$ cat config.mk
export PLATFORM = sky130hd
export DESIGN_NAME = button_conditioner
export DESIGN_NICKNAME = d
export VERILOG_FILES = /design/src/rtl/btn_pkg.sv /design/src/rtl/btn_debounce.sv /design/src/rtl/button_conditioner.sv
export SDC_FILE = /design/constraint.sdc
export NUM_CORES = 1
export LEC_CHECK = 0
export BUFFER_PORTS_ARGS = -buffer_cell sky130_fd_sc_hd__buf_4
export CAP_MARGIN = 40
export CORE_MARGIN = 5
export CORE_UTILIZATION = 50
export CTS_CLUSTER_DIAMETER = 30
export DETAILED_ROUTE_END_ITERATION = 7
export HOLD_SLACK_MARGIN = 0.06
export PLACE_DENSITY = 0.75
export SYNTH_ARGS = -nofsm -noshare
export SYNTH_HDL_FRONTEND = slang
export SYNTH_SLANG_ARGS = --single-unit
$ cat constraint.sdc
create_clock -name clk -period 2.5 [get_ports clk]
set_clock_uncertainty 0.2 [all_clocks]
set_input_delay 0.5 -clock clk [delete_from_list [all_inputs] [get_ports clk]]
set_output_delay 0.5 -clock clk [all_outputs]
set_load 0.1 [all_outputs]
$ cat src/rtl/btn_pkg.sv
// btn_pkg: shared per-button debounce FSM state type and button index constants
package btn_pkg;
    typedef enum logic [1:0] {RELEASED, ARMING, HELD, DISARMING} btn_state_t;
    localparam int BTN_JUMP = 2;
    localparam int BTN_RUN  = 1;
    localparam int BTN_DOWN = 0;
endpackage

$ cat src/rtl/btn_debounce.sv
// btn_debounce: single-button synchronizer + debounce FSM with press pulse (optional auto-repeat via BTN_AUTOREPEAT_EN)
module btn_debounce
    import btn_pkg::*;
#(
    parameter int DEBOUNCE_CYCLES = 4,
    parameter int REPEAT_CYCLES   = 16
) (
    input  logic clk,
    input  logic reset,
    input  logic raw,
    output logic button,
    output logic pressed
);
    localparam int CW = $clog2(DEBOUNCE_CYCLES + 1);
    localparam logic [CW-1:0] LAST = CW'(DEBOUNCE_CYCLES - 1);
    localparam logic [CW-1:0] ONE  = CW'(1);
    localparam bit DIRECT = (DEBOUNCE_CYCLES == 1);
    if (DEBOUNCE_CYCLES < 1 || DEBOUNCE_CYCLES > 255 || REPEAT_CYCLES < 1) begin : g_bad_param
        $error("btn_debounce: parameter out of range");
    end
    logic [1:0] sync_q;
    logic s;
    btn_state_t state, state_d;
    logic [CW-1:0] cnt, cnt_d;
    logic was;
    assign s = sync_q[1];
    always_ff @(posedge clk or negedge reset) begin
        if (!reset) begin
            sync_q <= 2'b00;
            state  <= RELEASED;
            cnt    <= '0;
            was    <= 1'b0;
        end else begin
            sync_q <= {sync_q[0], raw};
            state  <= state_d;
            cnt    <= cnt_d;
            was    <= button;
        end
    end
    always_comb begin
        state_d = state;
        cnt_d   = '0;
        case (state)
            RELEASED:  if (s) begin
                           state_d = DIRECT ? HELD : ARMING;
                           cnt_d   = DIRECT ? '0 : ONE;
                       end
            ARMING:    if (!s)              state_d = RELEASED;
                       else if (cnt == LAST) state_d = HELD;
                       else                  cnt_d   = cnt + ONE;
            HELD:      if (!s) begin
                           state_d = DIRECT ? RELEASED : DISARMING;
                           cnt_d   = DIRECT ? '0 : ONE;
                       end
            DISARMING: if (s)               state_d = HELD;
                       else if (cnt == LAST) state_d = RELEASED;
                       else                  cnt_d   = cnt + ONE;
        endcase
    end
    assign button = (state == HELD) || (state == DISARMING);
`ifdef BTN_AUTOREPEAT_EN
    localparam int RW = $clog2(REPEAT_CYCLES + 1);
    localparam logic [RW-1:0] RLAST = RW'(REPEAT_CYCLES - 1);
    logic [RW-1:0] rpt;
    logic rep;
    // timer restarts at 0 on every HELD entry, so a repeat lands REPEAT_CYCLES after the entry cycle
    always_ff @(posedge clk or negedge reset) begin
        if (!reset) begin
            rpt <= '0;
            rep <= 1'b0;
        end else begin
            rpt <= (state != HELD || rpt == RLAST) ? '0 : rpt + RW'(1);
            rep <= (state == HELD) && (state_d == HELD) && (rpt == RLAST);
        end
    end
    assign pressed = (button & ~was) | rep;
`else
    assign pressed = button & ~was;
`endif
endmodule

$ cat src/rtl/button_conditioner.sv
// button_conditioner: three independent debounced buttons (bit2 jump, bit1 run, bit0 down) with press pulses
module button_conditioner #(
    parameter int DEBOUNCE_CYCLES = 4,
    parameter int REPEAT_CYCLES   = 16
) (
    input  logic       clk,
    input  logic       reset,
    input  logic [2:0] raw_buttons,
    output logic [2:0] buttons,
    output logic [2:0] pressed
);
    for (genvar i = 0; i < 3; i++) begin : g_btn
        btn_debounce #(
            .DEBOUNCE_CYCLES(DEBOUNCE_CYCLES),
            .REPEAT_CYCLES  (REPEAT_CYCLES)
        ) u_btn (
            .clk    (clk),
            .reset  (reset),
            .raw    (raw_buttons[i]),
            .button (buttons[i]),
            .pressed(pressed[i])
        );
    end
endmodule

# == Word level (Yosys, flattened, before mapping) ==
# Index checks and enable logic that the tools add are counted.
# word_totals
ff_bits,24
out_inout_bits,6
wordCells,93
# classes
n_addsub,3
n_eq_ne,24
muxes,39
bitwise,6
reduce_logical,9
# ops
operator,n
$mux 2,18
$pmux 3 s4,3
$mux 3,9
$pmux 2 s4,3
$eq 2x2->1 const B,6
$reduce_and 4->1,3
$add 3x1->3 const B,3
$eq 3x2->1 const B,3
$ne 3x1->1 const B,3
$ne 3x3->1 const B,3
$eq 2x1->1 const B,3
$logic_not 2->1,3
$mux 1,6
$ne 2x1->1 const B,3
$ne 2x2->1 const B,3
$and 1x1->1,3
$logic_or 1x1->1,3
$not 1->1,3

# == Longest topological paths before layout ==
# logic_depth
depth_word,4
mapped_depth,4

# == Cells and area by module ==
# From an unflattened synthesis, not the netlist that was laid out.
# hier_totals
hier_cells,60
area_unflattened_um2,878.3
# by_module_without_submodules
module,n_inst,cells_each,area_per_inst_um2,seq_area_each_um2
btn_debounce,3,20,292.8,200.2

# == Least setup slack after synthesis ==
# OpenSTA, ideal clock, no wires.
# synth_path
kind,flip-flop to output port
start,register (tool-made name)
end,output port pressed[2]
t_arrival_ps,811
slack_ps,989
stages_incl_launch_ff,3
cell_sequence,dfrtp_1 -> nor2b_1 -> buf_4
# synth_rtl
element,line,source
"end, declared",button_conditioner.sv:10,output logic [2:0] pressed

==> run summary <==
First DRT Iteration DRCs: 6
Clk buf depth: 2
Non-filler cells, final: 98
Least-Margin Pin Slew: 0.291 ns
Routed WL: 1160 um
Tcrit/Tclk final: 78.1%
Max cap viols: 0
Post-synthesis sequential area ratio: 66.5%
Sum of buffers and inverters on the critical path: 1
Status: completed
Startpoint type of the worst setup path: flip-flop
RSZ-0062 raised after global routing: no
Cell taking the most area after synthesis: dfrtp_1
Post-CTS Resized: 0
Max incr delay on CP: 0.46 ns
Register bit total from synthesis: 24
IO Count: 11
Worst path cell trace: nor2b_1 -> buf_4
Final setup viols: 0
Vias after detailed routing: 474
Setup CP Type: reg2out
Worst EP arrival: 1.25 ns
Antenna violations before repair: 0
CTS tree: yes
Syn Inst Count: 67
Reg area: 601 um^2
Clock Pin Slew Worst Setup and Hold Paths: 0.13 ns
Worst Path Required: 1.80 ns
Skew-Pair Late Insertion Delay: 0.31 ns
Synth top area share: 66.5%
Setup TNS Final: 0 ns
Slowest cell on crit path: dfrtp_1
Largest net degree at the start of global routing: 25
Floorplan die height: 52.5 um
P&R area growth vs syn: 10.7%
Critical path's top delay family: flip-flops
Vias in the first global route: 518
CTS root buf: clkbuf_4
Synth Net Count: 75
Clk sinks: 24
CTS H-tree depth: 1
First-pass GRT wire length: 2230 um
ANT nets after route: 0
Grt ovf: 0
Core area: 0.00173 mm^2
Worst-path fanout max: 6
Die Span X: 52.5 um
Final Hold Viols: 0
Total inserted antenna cells: 0
Pre-antenna DRT Iters: 3
Max-slew headroom: 80.6%
Most common cell after layout, fill and taps aside: dfrtp_1
Fmax achieved: 512 MHz
CTS buffer count: 3
Site row count: 15
Final Critical Period: 1.95 ns
Syn Area/Cell: 13.5 um^2
Via density: 4.84
Synth warn: 0
Starting Density: 52.3%
Hold/Removal Path Class: in2reg
Layout cells sized above 1: 23.3%
Netlist cell types: 17
I/O Buffers: 10
Crit path capture type: output pin
GRT Resource Usage Total: 11.0%
Synthesized area: 903 um^2
# hold bufs at CTS: 1
Layout Nets: 82
Most frequent cells in the layout: dfrtp_1, buf_4, nand2_1, nor2_1
Most area-consuming cells after synthesis: dfrtp_1, buf_4, ha_1
Dpl cells: 93
Multi-input gate area: 246 um^2
Total setup buffers inserted after CTS: 0
Residual DRC count: 0
Slew Viols, Final: 0
Gpl congestion: 0.717
Routed len/inst: 11.8 um
Final HPWL DP: 852 um
# fillers: 147
Full die area: 0.00276 mm^2
## final timing paths
path / start / endpoint / slack [ns] / depth (start not counted)
min in group asynchronous: reset / g_btn[0].u_btn.cnt[0] / 0.41 / 2
hold reg to reg: g_btn[0].u_btn.sync_q[0] / g_btn[0].u_btn.sync_q[1] / 0.16 / 0
setup / recovery: flip-flop / pressed[2] / 0.55 / 2
max in group asynchronous: reset / async pin / 1.46 / 2
setup reg to reg: g_btn[0].u_btn.cnt[0] / flip-flop / 0.98 / 4
hold / removal: raw_buttons[1] / g_btn[1].u_btn.sync_q[0] / 0.09 / 1
## per-layer routing
metal	global-route usage [%]	wire (um)	share of wire (%)	vias to the layer above
met2	17.1	532	46	9
li1	-	-	-	227
met3	1.71	48	4.1	2
met4	6.38	12	1.0	0
met1	14.5	568	49	236
met5	0	0	0	-
## cells by family after synthesis
logic type	after synthesis	share of synthesized area (%)
DFF	24	66.5
and+or+nand+nor	20	12.9
buffers and inverters	9	6.23
xor gates and xnor gates	5	4.85
AOI/OAI and AO/OA	3	1.66
muxes	3	3.74
adders and majority gates	3	4.16
## area by class of cell
cell class	instances	share of cell area, %
flip-flops and latches	24	60.1
multi-input cells	34	24.7
repair buffers	11	8.51
clock buffers	4	3.63
well taps	25	3.13
## Yosys cell counts
library cell and instances:
and2b_1 1, buf_4 6, a21oi_1 2, nor2_1 4, xnor2_1 2, xor2_1 3, ha_1 3, mux2_2 3
and3_1 2, clkbuf_1 3, nand2_1 4, dfrtp_1 24, nor2b_1 3, and2_1 2, nor3b_1 2, and4b_1 2
o21ai_0 1
## worst reg2reg max path, cell delays in order (launching register included)
cell and delay, ns:
dfrtp_1 0.40, ha_1 0.21, and2b_1 0.18, nand2_1 0.09
mux2_2 0.33
## per-stage QoR
| step | utilization [%] | hold slack (ns) | setup slack, ns | cell area, um^2 |
|---|---|---|---|---|
| global placement | 55.2 | 0.133 | 0.937 | 953 |
| global route | 57.9 | 0.0725 | 0.478 | 1000 |
| finish | 57.9 | 0.0885 | 0.547 | 1000 |
| CTS | 57.9 | 0.0815 | 0.532 | 1000 |
| detailed placement | 55.2 | 0.135 | 0.901 | 953 |
| floorplan | - | 0.00441 | 0.989 | 903 |
Power is not shown: default switching activity piles up to over one toggle a cycle in this logic, so the estimate is an artifact.
